File: src/rtl/ifu_pkg.sv
// Shared types and sizes for the instruction-fetch refill path.
package ifu_pkg;

  localparam int TAG_WIDTH      = 28;
  localparam int LINE_WIDTH     = 128;
  localparam int WORD_WIDTH     = 32;
  localparam int MEM_ADDR_WIDTH = 30;
  localparam int WORDS_PER_LINE = LINE_WIDTH / WORD_WIDTH;
  localparam int BEAT_WIDTH     = $clog2(WORDS_PER_LINE);

  localparam logic [BEAT_WIDTH-1:0] LAST_BEAT = BEAT_WIDTH'(WORDS_PER_LINE - 1);

  typedef enum logic [1:0] {
    S_IDLE  = 2'd0,
    S_FETCH = 2'd1,
    S_DRAIN = 2'd2,
    S_RESP  = 2'd3
  } rsp_state_t;

  // Word address of one beat of a line; the beat index fills the low bits,
  // so walking the beats never carries into a neighbouring line.
  function automatic logic [MEM_ADDR_WIDTH-1:0] beat_addr(
    input logic [TAG_WIDTH-1:0]  tag,
    input logic [BEAT_WIDTH-1:0] beat
  );
    logic [TAG_WIDTH+BEAT_WIDTH-1:0] full;
    full = {tag, beat};
    return MEM_ADDR_WIDTH'(full);
  endfunction

endpackage

File: src/rtl/ifu_mem_rsp.sv
// Line-refill responder: reads a cache line one word per cycle from a
// synchronous instruction RAM and returns it with its tag as a one-cycle pulse.
module ifu_mem_rsp
  import ifu_pkg::*;
(
  input  logic                      Clock,
  input  logic                      Rst,
  input  logic [TAG_WIDTH-1:0]      cache_reqTagIn,
  input  logic                      cache_reqTagValidIn,
  output logic [TAG_WIDTH-1:0]      cache_rspTagOut,
  output logic [LINE_WIDTH-1:0]     cache_rspInsLineOut,
  output logic                      cache_rspInsLineValidOut,
  output logic                      imem_rdEnOut,
  output logic [MEM_ADDR_WIDTH-1:0] imem_rdAddrOut,
  input  logic [WORD_WIDTH-1:0]     imem_rdDataIn,
  output logic                      busyOut,
  output logic [1:0]                debug_state,
  output logic [15:0]               debug_fetchCount,
  output logic [15:0]               debug_dropCount
);

  rsp_state_t                state_q, state_d;
  logic [TAG_WIDTH-1:0]      tag_q, tag_d;
  logic [BEAT_WIDTH-1:0]     beat_q, beat_d;
  logic                      stale_q, stale_d;
  logic                      rd_en;
  logic                      req_mismatch;

  // Read-enable and beat delayed by one cycle to line up with RAM data.
  logic                      rden_dly_q;
  logic [BEAT_WIDTH-1:0]     beat_dly_q;
  logic [LINE_WIDTH-1:0]     line_q;
  logic [LINE_WIDTH-1:0]     line_cap;

  logic [TAG_WIDTH-1:0]      rsp_tag_q;
  logic [LINE_WIDTH-1:0]     rsp_line_q;
  logic                      rsp_vld_q;
  logic [15:0]               fetch_cnt_q;
  logic [15:0]               drop_cnt_q;

  // Next-state, read issue and stale tracking.
  always_comb begin
    state_d      = state_q;
    tag_d        = tag_q;
    beat_d       = beat_q;
    stale_d      = stale_q;
    rd_en        = 1'b0;
    req_mismatch = !cache_reqTagValidIn || (cache_reqTagIn != tag_q);
    unique case (state_q)
      S_IDLE: begin
        if (cache_reqTagValidIn) begin
          tag_d   = cache_reqTagIn;
          stale_d = 1'b0;
          beat_d  = '0;
          state_d = S_FETCH;
        end
      end
      S_FETCH: begin
        rd_en  = 1'b1;
        beat_d = beat_q + BEAT_WIDTH'(1);
        if (req_mismatch) stale_d = 1'b1;
        if (beat_q == LAST_BEAT) state_d = S_DRAIN;
      end
      S_DRAIN: begin
        if (req_mismatch) stale_d = 1'b1;
        state_d = S_RESP;
      end
      S_RESP: begin
        state_d = S_IDLE;
      end
      default: state_d = S_IDLE;
    endcase
  end

  // Merge the word returning this cycle into the line buffer image.
  always_comb begin
    line_cap = line_q;
    if (rden_dly_q) begin
      for (int k = 0; k < WORDS_PER_LINE; k++) begin
        if (beat_dly_q == BEAT_WIDTH'(k)) line_cap[k*WORD_WIDTH +: WORD_WIDTH] = imem_rdDataIn;
      end
    end
  end

  // FSM, request latch and read-data capture registers.
  always_ff @(posedge Clock) begin
    if (Rst) begin
      state_q    <= S_IDLE;
      tag_q      <= '0;
      beat_q     <= '0;
      stale_q    <= 1'b0;
      rden_dly_q <= 1'b0;
      beat_dly_q <= '0;
      line_q     <= '0;
    end else begin
      state_q    <= state_d;
      tag_q      <= tag_d;
      beat_q     <= beat_d;
      stale_q    <= stale_d;
      rden_dly_q <= rd_en;
      beat_dly_q <= beat_q;
      if (state_q == S_FETCH || state_q == S_DRAIN) line_q <= line_cap;
    end
  end

  // Response registers load as the last word lands so they are valid in S_RESP;
  // a stale line leaves them holding the previous response.
  always_ff @(posedge Clock) begin
    if (Rst) begin
      rsp_vld_q   <= 1'b0;
      rsp_tag_q   <= '0;
      rsp_line_q  <= '0;
      fetch_cnt_q <= '0;
      drop_cnt_q  <= '0;
    end else begin
      rsp_vld_q <= (state_q == S_DRAIN) && !stale_d;
      if (state_q == S_DRAIN && !stale_d) begin
        rsp_tag_q  <= tag_q;
        rsp_line_q <= line_cap;
      end
      if (state_q == S_RESP) begin
        if (stale_q) drop_cnt_q  <= drop_cnt_q + 16'd1;
        else         fetch_cnt_q <= fetch_cnt_q + 16'd1;
      end
    end
  end

  assign imem_rdEnOut             = rd_en;
  assign imem_rdAddrOut           = rd_en ? beat_addr(tag_q, beat_q) : '0;
  assign cache_rspInsLineValidOut = rsp_vld_q;
  assign cache_rspTagOut          = rsp_tag_q;
  assign cache_rspInsLineOut      = rsp_line_q;
  assign busyOut                  = (state_q != S_IDLE);
  assign debug_state              = state_q;
  assign debug_fetchCount         = fetch_cnt_q;
  assign debug_dropCount          = drop_cnt_q;

endmodule

File: config.mk
export PLATFORM = sky130hd
export DESIGN_NAME = ifu_mem_rsp
export DESIGN_NICKNAME = d
export VERILOG_FILES = /design/src/rtl/ifu_pkg.sv /design/src/rtl/ifu_mem_rsp.sv
export SDC_FILE = /design/constraint.sdc
export NUM_CORES = 1
export LEC_CHECK = 0
export CORE_MARGIN = 1.5
export CORE_UTILIZATION = 47
export CTS_CLUSTER_DIAMETER = 100
export DETAILED_ROUTE_END_ITERATION = 10
export GPL_TIMING_DRIVEN = 1
export PLACE_DENSITY_LB_ADDON = 0.2
export SKIP_CTS_REPAIR_TIMING = 1
export SLEW_MARGIN = 20
export SYNTH_ARGS = -nofsm -noshare
export SYNTH_HDL_FRONTEND = slang
export SYNTH_SLANG_ARGS = --single-unit
File: constraint.sdc
create_clock -name Clock -period 1.94 [get_ports Clock]
set_input_delay 0.388 -clock Clock [delete_from_list [all_inputs] [get_ports Clock]]
set_output_delay 0.388 -clock Clock [all_outputs]
set_load 0.03 [all_outputs]
# Word-level counts from Yosys, hierarchy flattened
# Index checks and enable logic that the tools add are counted.
[word_totals] inputBits=63 output_inout_bits=223 elab_cells=56 reg_bits=353
[classes] mux=15 reduce_logical=15 n_addsub=3 n_eq_ne=10 bitwise=1
[op_table] op="2-to-1 mux 128 bit" n=1
[op_table] op="2-to-1 mux 32 bit" n=4
[op_table] op="adder 16 x 1 -> 16 bit, second input constant" n=2
[op_table] op="2-to-1 mux 30 bit" n=1
[op_table] op="inequality test 28 bit" n=1
[op_table] op="equality test 2 bit, second input constant" n=5
[op_table] op="AND reduction 2 bit" n=5
[op_table] op="case mux 2 bit (4 select lines)" n=1
[op_table] op="2-to-1 mux 2 bit" n=3
[op_table] op="equality test 2 x 1 -> 1 bit, second input constant" n=2
[op_table] op="zero test 2 bit" n=2
[op_table] op="inequality test 2 bit, second input constant" n=2
[op_table] op="case mux 2 bit (2 select lines)" n=1
[op_table] op="nonzero test 2 bit" n=2
[op_table] op="2-to-1 mux 1 bit" n=3
[op_table] op="adder 2 x 1 -> 2 bit, second input constant" n=1
[op_table] op="zero test 1 bit" n=2
[op_table] op="logical OR 1 bit" n=2
[op_table] op="case mux 1 bit (2 select lines)" n=1
[op_table] op="OR reduction 2 bit" n=1
[op_table] op="logical AND 1 bit" n=1
[op_table] op="inverter 1 bit" n=1

# Longest topological paths before layout
[depth] ltp_word=6 mapped_depth=12 mapped_depth_nobuf=8

# Worst setup path after synthesis
# Ideal clock, no wire load.
[synth_timing] path_type="reg2reg" startpoint="reg state_q[0] (netlist: debug_state[0])" endpoint="reg rsp_line_q[115] (netlist: cache_rspInsLineOut[115])" setup_time_ns=0.081 path_stages_with_launch=13 path_buffers=4 synth_period_minus_slack_ns=2.368 t_required_ns=1.859 setup_slack_ns=-0.428 arrival_ns=2.287 path_cell_list="dfxtp_1 -> inv_1 -> ha_1 -> clkbuf_1 -> nor2_1 -> nand2_1 -> nand2_1 -> and2_1 -> buf_2 -> buf_2 -> clkbuf_1 -> a21oi_1 -> a211oi_2"
[synth_between] elab_chain_len=5 word_cells_on_any_way=7 cone_classes="eq/ne (2); mux (1); reduce/logical (4)"
[synth_lines] element="start: declaration" line="ifu_mem_rsp.sv:22" text="rsp_state_t state_q, state_d;"
[synth_lines] element="start signal: assignment" line="ifu_mem_rsp.sv:96" text="state_q <= state_d;"
[synth_lines] element="equality test 2 x 1 -> 1 bit / equality test 2 bit (equally long branches)" line="ifu_mem_rsp.sv:49, ifu_mem_rsp.sv:117"
[synth_lines] element="OR reduction 2 bit (no source line)"
[synth_lines] element="case mux 1 bit (2 select lines)" line="ifu_mem_rsp.sv:49" text="unique case (state_q)"
[synth_lines] element="zero test 1 bit" line="ifu_mem_rsp.sv:117" text="if (state_q == S_DRAIN && !stale_d) begin"
[synth_lines] element="logical AND 1 bit *" line="ifu_mem_rsp.sv:117"
[synth_lines] element="end signal: assignment" line="ifu_mem_rsp.sv:119" text="rsp_line_q <= line_cap;"
[synth_lines] element="end: declaration" line="ifu_mem_rsp.sv:36" text="logic [LINE_WIDTH-1:0] rsp_line_q;"
# Mark *: on every way between the ends. The rest lies on a longest branch, timed or not.
# A chain may end at the register's enable or synchronous reset.

# Final worst setup path
[layout_timing] startpoint="reg state_q[1] (netlist: debug_state[1])" endpoint="out imem_rdAddrOut[4]"
[layout_between] elab_chain_len=3
[layout_lines] element="equality test 2 x 1 -> 1 bit" line="ifu_mem_rsp.sv:49"
[layout_lines] element="2-to-1 mux 1 bit" line="ifu_mem_rsp.sv:49"
[layout_lines] element="2-to-1 mux 30 bit" line="ifu_mem_rsp.sv:129" text="assign imem_rdAddrOut = rd_en ? beat_addr(tag_q, beat_q) : '0;"
[layout_lines] element="end: declaration" line="ifu_mem_rsp.sv:14" text="output logic [MEM_ADDR_WIDTH-1:0] imem_rdAddrOut,"
# Every way passes these cells.

==> flow_summary.ini <==
[grt]
grt_pass1_vias = 12170
grt_pass1_wl_mm = 66.77
overflow = 0
antenna_found_initial = 1
grt_max_degree = 98
grt_usage_pct = 25.09

[flow_run]
max-cap-violations = 0

[place]
place_hpwl_mm = 28.12
globalplace.congestion = 0.8236
io_buffers = 285

[pwr]
power_leakage_nw = 11.33
ir_drop_mv = 1.118
powerDensity_nw_per_um2 = 1628
fin_total_pwr_mw = 35.42

[logic_synthesis]
syn_area_um2 = 15040
synth.area.top_cells = dfxtp_1 47%, a211oi_2 9.5%, mux2i_1 8.7%
async_flop_share_pct = 0
synth_edf_count = 0
synth_ff_type = dfxtp_1
avgSynthCellArea_um2 = 9.641
syn_inst = 1560
synth_top_area_cell = dfxtp_1
seq_area_frac_synth_pct = 46.99
synth_top_area_share_pct = 46.99
synth-seq-cells = 353
synth_warnings = 0
syn_nets = 1631
synth_cell_type_count = 36

[route]
drcViolationCount = 0
antenna_left = 0
vias = 12960
dr.pass1.iters = 5
dr.first_iter.drc_count = 847
routed_via_density = 5.613
drt-total-wl_mm = 46.67
wl_per_cell_um = 20.21

[worst_hold_path]
min_to = tag_q[19]
min_from = Rst
hold_path.class = in2reg
min_path_cells = 2

[cts]
cts_tree = done
htree_levels = 2
cts_buffer_depth = 3
cts_num_sinks = 353
clock_latency_ns = 0.53
cts_buffers = 40
cts_root_buffer = clkbuf_16
path_clk_slew_ns = 0.05

[sta]
finalHoldViolCount = 0
fmax_mhz = 479.1
setup_viol = 167
tightest_slew_ns = 0.5577
rsz0062_at_grt = true
relSlewSlack_pct = 62.82
setup_tns_ns = -13.86
maxSlewViolCount = 0
finalWorstSetupSlack_ns = -0.1471
fin_worst_skew_ns = 0.02019
fin_crit_sh_pct = 107.6
final.min_clock_period_ns = 2.087

[die]
fp.dieH_um = 181.9
rows = 65
io_pins = 286
core_um2 = 31560
dieArea_um2 = 33080
initial_core_util_pct = 47.66
die_x_um = 181.9

[outcome]
run_status = finished with violations
violations = negative setup slack

[worst_setup_path]
rr_endpoint = cache_rspInsLineOut[108]
reg2reg_from = tag_q[18]
startpoint = debug_state[1]
startpoint_type = register
rr_worst_depth = 9
cp.required_ns = 1.55
cp.arrival_ns = 1.70
path_class = reg2out
critPathMaxFanout = 5
r2r_slack_ns = -0.14
end_kind = output port

[final_layout]
nets = 1953
fillers = 2376
syn_to_final_growth_pct = 44.66
layout-drive-gt1-share_pct = 21.93
## per-stage QoR
step	hold slack [ns]	setup slack (ns)	instance area [um^2]	instances	utilization [%]
floorplan	0.4360	0.01640	15170	1560	-
global route	0.1397	-0.1934	21760	2309	68.95
finish	0.1328	-0.1471	21760	2309	68.95
detailed placement	0.4461	-0.8346	18770	2194	59.50
global placement	0.4413	-0.8465	18770	2194	59.50
CTS	0.1145	-0.3460	20030	2260	63.47
## sequential cells by signal, summed over array words and instances (netlist names), 2 cells and up
register and flops:
debug_state 2, beat_dly_q 2, cache_rspTagOut 28, line_q 128, beat_q 2, cache_rspInsLineOut 128, debug_fetchCount 16, debug_dropCount 16
tag_q 28
## worst max-delay path by stage
stage / end / slack [ns] / cells after the start
3_3_place_gp: cache_rspInsLineOut[124] / -0.85 / 9
2_1_floorplan: cache_rspInsLineOut[10] / 0.02 / 12
4_1_cts: cache_rspInsLineOut[96] / -0.35 / 8
3_5_place_dp: cache_rspInsLineOut[122] / -0.83 / 9
5_1_grt: cache_rspInsLineOut[81] / -0.19 / 9
6_report: imem_rdAddrOut[4] / -0.15 / 6
## cell families (layout without fill, tap and decap cells)
group | after synthesis | in the layout | synth area share [%]
buf+inv | 151 | 497 | 4.684
fa+ha+maj | 8 | 8 | 0.6656
flops | 353 | 353 | 46.99
other cells | 0 | 1 | 0
compound gates | 453 | 453 | 22.75
mux | 130 | 130 | 8.652
xor+xnor | 55 | 55 | 3.203
simple gates | 410 | 410 | 13.06
## layout by cell type (no fill, tap or decap), types with 16 or more instances in the layout
| cell | n |
|---|---|
| nor2_1 | 136 |
| clkdlybuf4s50_1 | 63 |
| and2_4 | 17 |
| nand2b_1 | 30 |
| dlymetal6s2s_1 | 189 |
| a211oi_1 | 109 |
| buf_12 | 37 |
| mux2i_1 | 130 |
| dfxtp_1 | 339 |
| buf_6 | 29 |
| xnor2_1 | 23 |
| a211oi_2 | 119 |
| clkbuf_16 | 58 |
| a21oi_1 | 189 |
| nand4b_1 | 28 |
| xor2_1 | 21 |
| nand2_1 | 131 |
| o21ai_1 | 16 |
| buf_4 | 76 |
| and2_1 | 20 |
## routing by layer
layer  global-route usage [%]  vias up  wire [um]
met1                    31.23     6242      19760
met4                    8.231        0       1299
met5                        0        -          0
li1                         -     6213          -
met2                    42.69      416      22440
met3                    5.997       89       3170
## power by group
group	internal (mW)	switching [mW]
Sequential	9.40	1.22
Clock	4.37	2.93
Combinational	7.59	9.92
## critical path, stage by stage, from the launching register on
cell       delay (ns)
dfxtp_4          0.36
inv_4            0.04
ha_4             0.18
buf_4            0.15
clkbuf_16        0.14
and2_1           0.17
buf_6            0.14
## area by class of cell
cell class / instances / area, um^2 / share of cell area (%)
tap: 402 / 503.0 / 2.312
timing repair buffer: 427 / 5349 / 24.59
multi-input combinational: 1056 / 7537 / 34.64
clock inverter: 5 / 53.80 / 0.2473
inverter: 4 / 20.02 / 0.09202
antenna: 1 / 2.502 / 0.01150
clock buffer: 61 / 1201 / 5.521
sequential: 353 / 7089 / 32.59
## cells in the mapped netlist, types with 21 or more instances
cell type	instances
xor2_1	21
a211oi_1	114
a21oi_1	191
and2_1	36
nor2_1	137
buf_2	26
nand2b_1	30
mux2i_1	130
a211oi_2	114
nand4b_1	28
o21ai_1	28
clkbuf_1	99
dfxtp_1	353
nand2_1	131
xnor2_1	34
Power figures use the tool's default switching activity.
